==> src/rtl/sm_divrem.sv <==
// Sequential signed-magnitude divider: restoring division on the magnitudes, one quotient
// bit per cycle, then a single fix-up cycle for signs and the optional floored correction.
module sm_divrem #(
  parameter int unsigned WIDTH = 3
) (
  input  logic             clk,
  input  logic             rst,
  input  logic             start,
  input  logic             mode,
  input  logic [WIDTH-1:0] numerator,
  input  logic [WIDTH-1:0] denominator,
  output logic             busy,
  output logic             done,
  output logic [WIDTH-1:0] quotient,
  output logic [WIDTH-1:0] remainder,
  output logic             divbyzero,
  output logic             zero
);

  localparam int unsigned M    = WIDTH - 1;
  localparam int unsigned CntW = $clog2(WIDTH);

  typedef enum logic [1:0] {StIdle, StDiv, StFix, StDone} state_e;

  state_e            state_q, state_d;
  logic [CntW-1:0]   cnt_q, cnt_d;
  logic [M-1:0]      num_q, num_d;
  logic [M-1:0]      den_q, den_d;
  logic [M-1:0]      rem_q, rem_d;
  logic [M-1:0]      quo_q, quo_d;
  logic              nsign_q, nsign_d;
  logic              dsign_q, dsign_d;
  logic              mode_q, mode_d;
  logic              busy_q, busy_d;
  logic              done_q, done_d;
  logic [WIDTH-1:0]  quotient_q, quotient_d;
  logic [WIDTH-1:0]  remainder_q, remainder_d;
  logic              divbyzero_q, divbyzero_d;
  logic              zero_q, zero_d;

  logic [M:0]   trial, diff;
  logic         fits, sdiff, corr;
  logic [M-1:0] qmag, rmag;

  always_comb begin
    // Restoring step: bring down the next numerator bit and subtract when the divisor fits.
    trial = {rem_q, num_q[M-1]};
    diff  = trial - {1'b0, den_q};
    fits  = trial >= {1'b0, den_q};
    sdiff = nsign_q ^ dsign_q;
    corr  = mode_q & sdiff & (rem_q != '0);
    qmag  = quo_q + M'(corr);
    rmag  = corr ? (den_q - rem_q) : rem_q;

    state_d     = state_q;
    cnt_d       = cnt_q;
    num_d       = num_q;
    den_d       = den_q;
    rem_d       = rem_q;
    quo_d       = quo_q;
    nsign_d     = nsign_q;
    dsign_d     = dsign_q;
    mode_d      = mode_q;
    done_d      = 1'b0;
    quotient_d  = quotient_q;
    remainder_d = remainder_q;
    divbyzero_d = divbyzero_q;
    zero_d      = zero_q;

    unique case (state_q)
      StIdle: begin
        if (start) begin
          nsign_d = numerator[M];
          dsign_d = denominator[M];
          num_d   = numerator[M-1:0];
          den_d   = denominator[M-1:0];
          mode_d  = mode;
          rem_d   = '0;
          quo_d   = '0;
          cnt_d   = '0;
          if (denominator[M-1:0] == '0) begin
            state_d     = StDone;
            done_d      = 1'b1;
            quotient_d  = '0;
            remainder_d = '0;
            divbyzero_d = 1'b1;
            zero_d      = 1'b1;
          end else begin
            state_d = StDiv;
          end
        end
      end
      StDiv: begin
        rem_d = fits ? diff[M-1:0] : trial[M-1:0];
        quo_d = {quo_q[M-2:0], fits};
        num_d = {num_q[M-2:0], 1'b0};
        cnt_d = cnt_q + CntW'(1);
        if (cnt_q == CntW'(M - 1)) begin
          state_d = StFix;
        end
      end
      StFix: begin
        state_d     = StDone;
        done_d      = 1'b1;
        // Zero magnitudes always carry a positive sign.
        quotient_d  = {sdiff & (qmag != '0), qmag};
        remainder_d = {(mode_q ? dsign_q : nsign_q) & (rmag != '0), rmag};
        divbyzero_d = 1'b0;
        zero_d      = (rmag == '0);
      end
      StDone: begin
        state_d = StIdle;
      end
      default: state_d = StIdle;
    endcase

    busy_d = (state_d != StIdle);
  end

  always_ff @(posedge clk or posedge rst) begin
    if (rst) begin
      state_q     <= StIdle;
      cnt_q       <= '0;
      num_q       <= '0;
      den_q       <= '0;
      rem_q       <= '0;
      quo_q       <= '0;
      nsign_q     <= 1'b0;
      dsign_q     <= 1'b0;
      mode_q      <= 1'b0;
      busy_q      <= 1'b0;
      done_q      <= 1'b0;
      quotient_q  <= '0;
      remainder_q <= '0;
      divbyzero_q <= 1'b0;
      zero_q      <= 1'b0;
    end else begin
      state_q     <= state_d;
      cnt_q       <= cnt_d;
      num_q       <= num_d;
      den_q       <= den_d;
      rem_q       <= rem_d;
      quo_q       <= quo_d;
      nsign_q     <= nsign_d;
      dsign_q     <= dsign_d;
      mode_q      <= mode_d;
      busy_q      <= busy_d;
      done_q      <= done_d;
      quotient_q  <= quotient_d;
      remainder_q <= remainder_d;
      divbyzero_q <= divbyzero_d;
      zero_q      <= zero_d;
    end
  end

  assign busy      = busy_q;
  assign done      = done_q;
  assign quotient  = quotient_q;
  assign remainder = remainder_q;
  assign divbyzero = divbyzero_q;
  assign zero      = zero_q;

endmodule
==> config.mk <==
export PLATFORM = sky130hd
export DESIGN_NAME = sm_divrem
export DESIGN_NICKNAME = d
export VERILOG_FILES = /design/src/rtl/sm_divrem.sv
export SDC_FILE = /design/constraint.sdc
export NUM_CORES = 1
export LEC_CHECK = 0
export CORE_UTILIZATION = 27
export DETAILED_ROUTE_END_ITERATION = 16
export SETUP_SLACK_MARGIN = 0.02
export SLEW_MARGIN = 10
export SYNTH_ARGS = -nofsm -noshare
export SYNTH_HDL_FRONTEND = slang
export SYNTH_SLANG_ARGS = --single-unit
==> constraint.sdc <==
create_clock -name clk -period 2.2 [get_ports clk]
set_input_delay 0.22 -clock clk [delete_from_list [all_inputs] [get_ports clk]]
set_output_delay 0.22 -clock clk [all_outputs]
set_load 0.01 [all_outputs]
Word level (Yosys, flattened, before mapping) --
Index checks and enable logic that the tools add are counted.
Cells by class: $mul 0, mux-type cells 24, bitwise logic cells 5, reduce and logical (&&, ||, !) cells 12, div/mod/pow operators 0, add/subtract/negate cells 4, eq/ne operators 6, order comparisons 1, shifts and indexed selects 0
Operators by type and width (count):
- $pmux 2 s2 | 4
- $mux 2 | 7
- $pmux 3 s2 | 2
- $reduce_bool 2->1 | 6
- $pmux 2 s4 | 1
- $logic_not 2->1 | 3
- $mux 3 | 2
- $pmux 1 s2 | 3
- $mux 1 | 5
- $and 1x1->1 | 4
- $eq 2x1->1 const B | 2
- $eq 2x2->1 const B | 2
- $ne 2x2->1 const B | 2
- $reduce_and 2->1 | 2
- $sub 2x2->2 | 2
- $ge 3x2->1 | 1
- $reduce_and 3->1 | 1
- $add 2x1->2 | 1
- $add 2x1->2 const B | 1
- $xor 1x1->1 | 1
Storage, ports and cells: memories 0, ROM bits 0, flip-flop bits (word level) 25, logic and storage cells 67, bits of input ports 10, output and inout port bits 10, memory bits (writable) 0, latch bits 0

Longest topological paths before layout --
Gate-level depths: netlist (run 1).
depth after elaboration 7, gate-level depth with buffers 7, mapped depth without buffers 7

Least setup slack after synthesis (run 1) --
Ideal clock, no wire load.
path type register -> register, start reg num_q[1], end reg rem_q[0], buffers on the path 0, cell stages (with the launch flop) 7, required time 2.117 ns, period minus slack after synthesis 1.637 ns, library setup time 0.083 ns, arrival time 1.555 ns, slack 0.563 ns, cell sequence dfrtp_1 -> inv_1 -> ha_1 -> nand2b_1 -> a211oi_2 -> mux2_2 -> o21ai_0
On the way: longest elaborated chain between the ends 3, elaborated cells on any way between the ends 4, classes of those cells 1 x add/sub; 1 x order compare; 2 x mux
Ends and longest elaborated chain:
- start: declaration | line 27 | logic [M-1:0] num_q, num_d;
- start signal: assignment | line 140 | num_q <= num_d;
- $ge 3x2->1 or $sub 2x2->2 (tied branches) | line 49, 48
- $mux 2 * | line 94 | rem_d = fits ? diff[M-1:0] : trial[M-1:0];
- $pmux 2 s2 * | line 70 | unique case (state_q)
- end signal: assignment | line 142 | rem_q <= rem_d;
- end: declaration | line 29 | logic [M-1:0] rem_q, rem_d;
Mark *: on every way between the ends. The rest lies on a longest branch, timed or not. A chain may end at the register's enable or synchronous reset.

Final worst setup path (run 1) --
Same ends and word-level chain as after synthesis.

==> results of run 1 <==
==> cell usage after synthesis <==
master,number,area share
mux2_2,5,0.047
nand3b_1,1,0.0063
or2_1,1,0.0052
a211oi_2,2,0.021
mux2i_1,1,0.0084
ha_1,5,0.052
o211ai_1,2,0.013
o21bai_1,1,0.0063
nor3b_1,1,0.0063
xor2_2,1,0.014
a32o_1,1,0.0084
nor3b_2,1,0.010
xor2_1,2,0.015
o22ai_1,1,0.0052
and2_2,1,0.0063
nor2_1,5,0.016
o21ai_0,10,0.042
a31oi_1,2,0.010
a2bb2oi_1,1,0.0073
a22o_1,3,0.022
nand3_1,2,0.0084
nand2b_1,2,0.010
buf_2,3,0.013
dfrtp_1,25,0.52
nor2b_1,1,0.0052
and2_1,2,0.010
a21oi_1,1,0.0042
and4_1,1,0.0073
o31ai_1,1,0.0063
nand2_1,15,0.047
o21ai_2,1,0.0073
inv_1,9,0.028
xnor2_1,1,0.0073
==> placed cells by master (no fill, tap or decap), drive strengths merged, types with 2 or more instances in the layout <==
master,n
clkbuf,4
dfrtp,25
inv,9
nand2,15
a31oi,2
nand3,2
o21ai,11
ha,5
nor3b,2
nor2,5
mux2,5
and2,3
xor2,3
a22o,3
nand2b,2
o211ai,2
clkdlybuf4s50,19
a211oi,2
==> critical path, stage by stage (launching register included) <==
cell and delay (ps):
dfrtp_1 360, inv_1 60, ha_1 290, nand2b_1 150, a211oi_2 320, mux2_2 370, o21ai_0 130
==> state kept, by name, summed over array words and instances, names as in the netlist, 2 cells and up <==
register and flops:
num_q 2, cnt_q 2, quo_q 2, quotient 3, state_q 2, den_q 2, remainder 3, rem_q 2
==> through the flow <==
stage	cells	cell area [sq um]
floorplan	111	1190
global route	182	1490
CTS	182	1490
detailed placement	178	1440
finish	182	1490
global placement	178	1440
==> how the worst min path moves through the flow <==
stage / to / cells after the start / startpoint / slack, ps
after global routing: rem_q[0]$_DFFE_PP0P_ / 3 / rst / 340
after CTS: rem_q[0]$_DFFE_PP0P_ / 3 / rst / 310
final: rem_q[0]$_DFFE_PP0P_ / 3 / rst / 300
after global placement: cnt_q[1]$_DFFE_PP0P_ / 2 / cnt_q[1]$_DFFE_PP0P_ / 460
after detailed placement: num_q[1]$_DFFE_PP0P_ / 2 / num_q[1]$_DFFE_PP0P_ / 470
after floorplan: busy$_DFF_PP0_ / 1 / rst / 250
==> cells by family after synthesis <==
logic type	synth area share
and+or+nand+nor	0.139
buffers and inverters	0.0408
DFF	0.524
AOI/OAI and AO/OA	0.153
muxes	0.0555
adders and majority gates	0.0524
xor gates and xnor gates	0.0356
==> cell type report <==
| class | count | area share |
|---|---|---|
| clock buffers | 4 | 0.0303 |
| inverters | 9 | 0.0227 |
| multi-input cells | 74 | 0.350 |
| flip-flops and latches | 25 | 0.421 |
| well taps | 50 | 0.0421 |
| repair buffers | 20 | 0.133 |
==> layer usage <==
| layer | vias to the layer above | track usage | routed length [microns] | part of all wire |
|---|---|---|---|---|
| met1 | 397 | 0.154 | 1110 | 0.49 |
| met5 | - | 0 | 0 | 0 |
| met3 | 2 | 0.0362 | 105 | 0.047 |
| met4 | 0 | 0.0391 | 22 | 0.0098 |
| li1 | 423 | - | - | - |
| met2 | 22 | 0.165 | 1020 | 0.45 |
==> power by group through the flow <==
stage	logic, mW	clock network, mW	registers [mW]
floorplan	0.671	0	0.807
detailed placement	0.945	0	0.843
CTS	0.946	0.276	0.837
finish	0.929	0.266	0.832
global route	1.06	0.303	0.862
global placement	0.921	0	0.834
==> results_dict.tcl, run 1 <==
set metrics [dict create \
    root_buffer "clkbuf_8" \
    track_usage 0.112 \
    n_antenna_cell 0 \
    dpl_worst_slack_ps 418 \
    wl_per_cell_microns 12.4 \
    timing.rr.end "rem_q[0]$_DFFE_PP0P_" \
    clk_latency_ps 260 \
    endpoint "rem_q[0]$_DFFE_PP0P_" \
    timing.hold.ws_ps 298 \
    drv_cap 0 \
    areaGrowthSynthToFinish_pct 24.3 \
    syn-num-nets 126 \
    worst_slack_ps 446 \
    comb_power_share 0.458 \
    hold_class "in2async" \
    period_share 0.797 \
    postRouteAntennaNets 0 \
    nFillCells 417 \
    initial_core_util 0.290 \
    cts.sinks 25 \
    seqPwrFrac 0.411 \
    critical_path_required_ps 2390 \
    p_per_area_nw_per_um2 1360 \
    slew_headroom 0.599 \
    io_pins 20 \
    setup_viol 0 \
    grt-ovfl-total 0 \
    startpoint "num_q[1]$_DFFE_PP0P_" \
    rrSetupSlack_ps 450 \
    crit_path_max_fanout 3 \
    post_cts_buffers 0 \
    dp_hpwl_microns 1700 \
    cts-htree-levels 1 \
    portBuffers 19 \
    drc 0 \
    netSwitchingPower_uw 769 \
    cts_tree "yes" \
    rows 23 \
    grt_pass1_vias 799 \
    viasPerCell 4.64 \
    leakage_nw 0.649 \
    ir_drop_uv 574 \
    finClkSkew_ps 2.53 \
    clk_pin_slew_ps 80 \
    r2r.worst_path.cells 6 \
    ys_seq_area_frac 0.524 \
    power_frac_clock 0.131 \
    end_kind "flop" \
    power.total_mw 2.03 \
    dieArea_sq_um 4700 \
    startpoint_type "flop" \
    fin_util 0.361 \
    fp.dieW_microns 68.5 \
    grt_setup_unrepaired "false" \
    tightestPinTransition_ps 600 \
    grt_antenna_before_repair 0 \
    drt_iter0_markers 43 \
    routed_wl_microns 2250 \
    postSynthCellCount 111 \
    fin_tns_setup_ps 0 \
    core-area_sq_um 4120 \
    hold_viol_final 0 \
    r2r-start "num_q[1]$_DFFE_PP0P_" \
    fin_nets 148 \
    clockBufferDepth 2 \
    p_sw_frac 0.379 \
    slew_viol_final 0 \
    gp_congestion 0.841 \
    yosys_warnings 0 \
    p_int_mw 1.26 \
    synth_cell_types 33 \
    syn-cell-area_sq_um 1190 \
    synth-seq-cells 25 \
    outcome "completed" \
    cp.arrival_ps 1940 \
    layout_min_cycle_time_ps 1750 \
    seqCellArea_sq_um 626 \
    multi_input_area_sq_um 520 \
    grt_max_degree 26 \
    hold_buffers 0 \
    numCtsBuffers 3 \
    die_y_microns 68.5 \
    cts_resized 0 \
    grt_pass1_wl_microns 3800 \
    syn_avg_cell_area_sq_um 10.8 \
    fmax_mhz 570 \
    crit_type "reg2reg" \
    drive_above_1_share 0.114 \
    routed-via-count 844 \
    first_pass_iters 5 \
]
Note: power is estimated with default switching activity, not from simulation.
==> run 2: changes to the inputs <==
clock period = 1.5 ns   (was 2.2 ns; I/O delays follow)
==> run 2 against run 1 <==
The flow now finishes with violations (negative setup slack). Core utilization increased by 5.0 points. Critical endpoint unchanged. First-iteration DRC count rose by 4.7%. Worst hold slack lost 68 ps. Global-route usage is 1.9 points higher. Total power rose by 79%. Routed wire length grew 11%. Via count rose by 13%. Clock power rose by 49%. Non-clock buffer count grew 17. Sequential power rose by 48%. Combinational power grew 120%.
==> results_dict.tcl, run 2 (synthesis results as in run 1) <==
set metrics [dict create \
    clk_latency_ps 260 \
    rrSetupSlack_ps -70 \
    timing.rr.end "rem_q[0]$_DFFE_PP0P_" \
    seqPwrFrac 0.339 \
    fp.dieW_microns 68.5 \
    core-area_sq_um 4120 \
    place_inst 193 \
    portBuffers 19 \
    p_int_mw 2.30 \
    cts-htree-levels 1 \
    drv_cap 0 \
    routed_wl_microns 2500 \
    ir_drop_uv 507 \
    io_pins 20 \
    grt_pass1_vias 964 \
    netSwitchingPower_mw 1.33 \
    nFillCells 407 \
    dpl_worst_slack_ps -144 \
    crit_type "reg2reg" \
    layout_common_cells "dfrtp_1, clkdlybuf4s50_1, buf_4, nand2_1, o21ai_0" \
    hold_class "in2async" \
    leakage_nw 0.750 \
    violations "negative setup slack" \
    drc 0 \
    routed-via-count 952 \
    drt_iter0_markers 45 \
    areaGrowthSynthToFinish_pct 41.5 \
    cp.arrival_ps 1770 \
    clockBufferDepth 2 \
    wl_per_cell_microns 12.5 \
    setup_viol 3 \
    seqCellArea_sq_um 627 \
    dieArea_sq_um 4700 \
    outcome "finished with violations" \
    multi_input_area_sq_um 596 \
    rows 23 \
    finClkSkew_ps 2.84 \
    final_common_cell "dfrtp_1" \
    power.total_mw 3.62 \
    grt_pass1_wl_microns 4440 \
    critical_path_required_ps 1700 \
    r2r-start "den_q[0]$_DFFE_PP0P_" \
    initial_core_util 0.290 \
    grt_antenna_before_repair 0 \
    numCtsBuffers 3 \
    n_antenna_cell 0 \
    first_pass_iters 4 \
    track_usage 0.131 \
    postRouteAntennaNets 0 \
    final_cells 199 \
    dpl-instance-area_sq_um 1580 \
    p_per_area_nw_per_um2 2140 \
    end_kind "flop" \
    grt-ovfl-total 0 \
    fin_nets 165 \
    viasPerCell 4.78 \
    startpoint_type "flop" \
    slew_headroom 0.681 \
    worst_slack_ps -69.7 \
    slew_viol_final 0 \
    fin_util 0.411 \
    p_sw_frac 0.367 \
    fmax_mhz 637 \
    gp_congestion 0.779 \
    root_buffer "clkbuf_8" \
    crit_path_max_fanout 2 \
    grt_setup_unrepaired "true" \
    comb_power_share 0.551 \
    cts.sinks 25 \
    r2r.worst_path.cells 5 \
    cts_tree "yes" \
    period_share 1.05 \
    clk_pin_slew_ps 90 \
    dp_hpwl_microns 1870 \
    die_y_microns 68.5 \
    tightestPinTransition_ps 477 \
    drive_above_1_share 0.282 \
    layout_min_cycle_time_ps 1570 \
    grt_max_degree 26 \
    hold_viol_final 0 \
    final_cell_area_sq_um 1690 \
    power_frac_clock 0.109 \
]
-- run 2: cell count changes in the layout (fill, tap and decap cells not counted), sizes merged --
| cell | before | now |
|---|---|---|
| clkinv | 0 | 1 |
| clkbuf | 4 | 3 |
| buf | 1 | 18 |
-- run 2: critical path, stage by stage (launching register included) --
cell	delay, ps
dfrtp_1	420
ha_4	250
nand2b_4	140
a211oi_4	230
mux2_4	320
o21ai_1	120
-- run 2: metrics by stage --
step           hold WS, ps  setup TNS (ps)
3_3_place_gp           451            -221
4_1_cts                244            -210
6_report               230            -159
2_1_floorplan          177           -37.3
5_1_grt                299            -576
3_5_place_dp           460            -467
-- run 2: layout make-up --
cell class,count,share of cell area
clock buffers,3,0.0244
clock inverters,1,0.00296
inverters,9,0.0200
multi-input cells,74,0.352
flip-flops and latches,25,0.371
well taps,50,0.0370
repair buffers,37,0.192
-- run 2: worst max-delay path by stage --
stage / from / cells past startpoint / end
after floorplan: den_q[0]$_DFFE_PP0P_ / 5 / rem_q[0]$_DFFE_PP0P_
after global placement: start / 5 / busy$_DFF_PP0_
after detailed placement: num_q[1]$_DFFE_PP0P_ / 6 / rem_q[0]$_DFFE_PP0P_
after CTS: den_q[0]$_DFFE_PP0P_ / 6 / rem_q[1]$_DFFE_PP0P_
after global routing: den_q[0]$_DFFE_PP0P_ / 6 / rem_q[1]$_DFFE_PP0P_
final: den_q[0]$_DFFE_PP0P_ / 5 / rem_q[0]$_DFFE_PP0P_
-- run 2: routing by layer --
metal  track usage  up-vias  wire, microns
li1              -      461              -
met1         0.161      466           1140
met2         0.223       21           1250
met3        0.0197        4             55
met4        0.0625        0             42
met5             0        -              0
-- run 2: what timing repair did --
| action | in CTS | in global routing |
|---|---|---|
| pin swaps | 5 | 1 |
| resized for setup | 8 | 2 |
| hold buffers | 0 | 0 |
| cloned | 0 | 0 |
| endpoints found under the hold margin | 0 | 0 |
| buffers inserted | 2 | 0 |
| setup endpoints to repair | 6 | 10 |
-- run 2: power by group through the flow --
stage / clock (mW) / sequential, mW / combinational, mW
floorplan: 0 / 1.19 / 1.12
global placement: 0 / 1.20 / 1.78
detailed placement: 0 / 1.22 / 1.82
CTS: 0.417 / 1.22 / 1.98
global route: 0.448 / 1.28 / 2.24
finish: 0.397 / 1.23 / 2.00
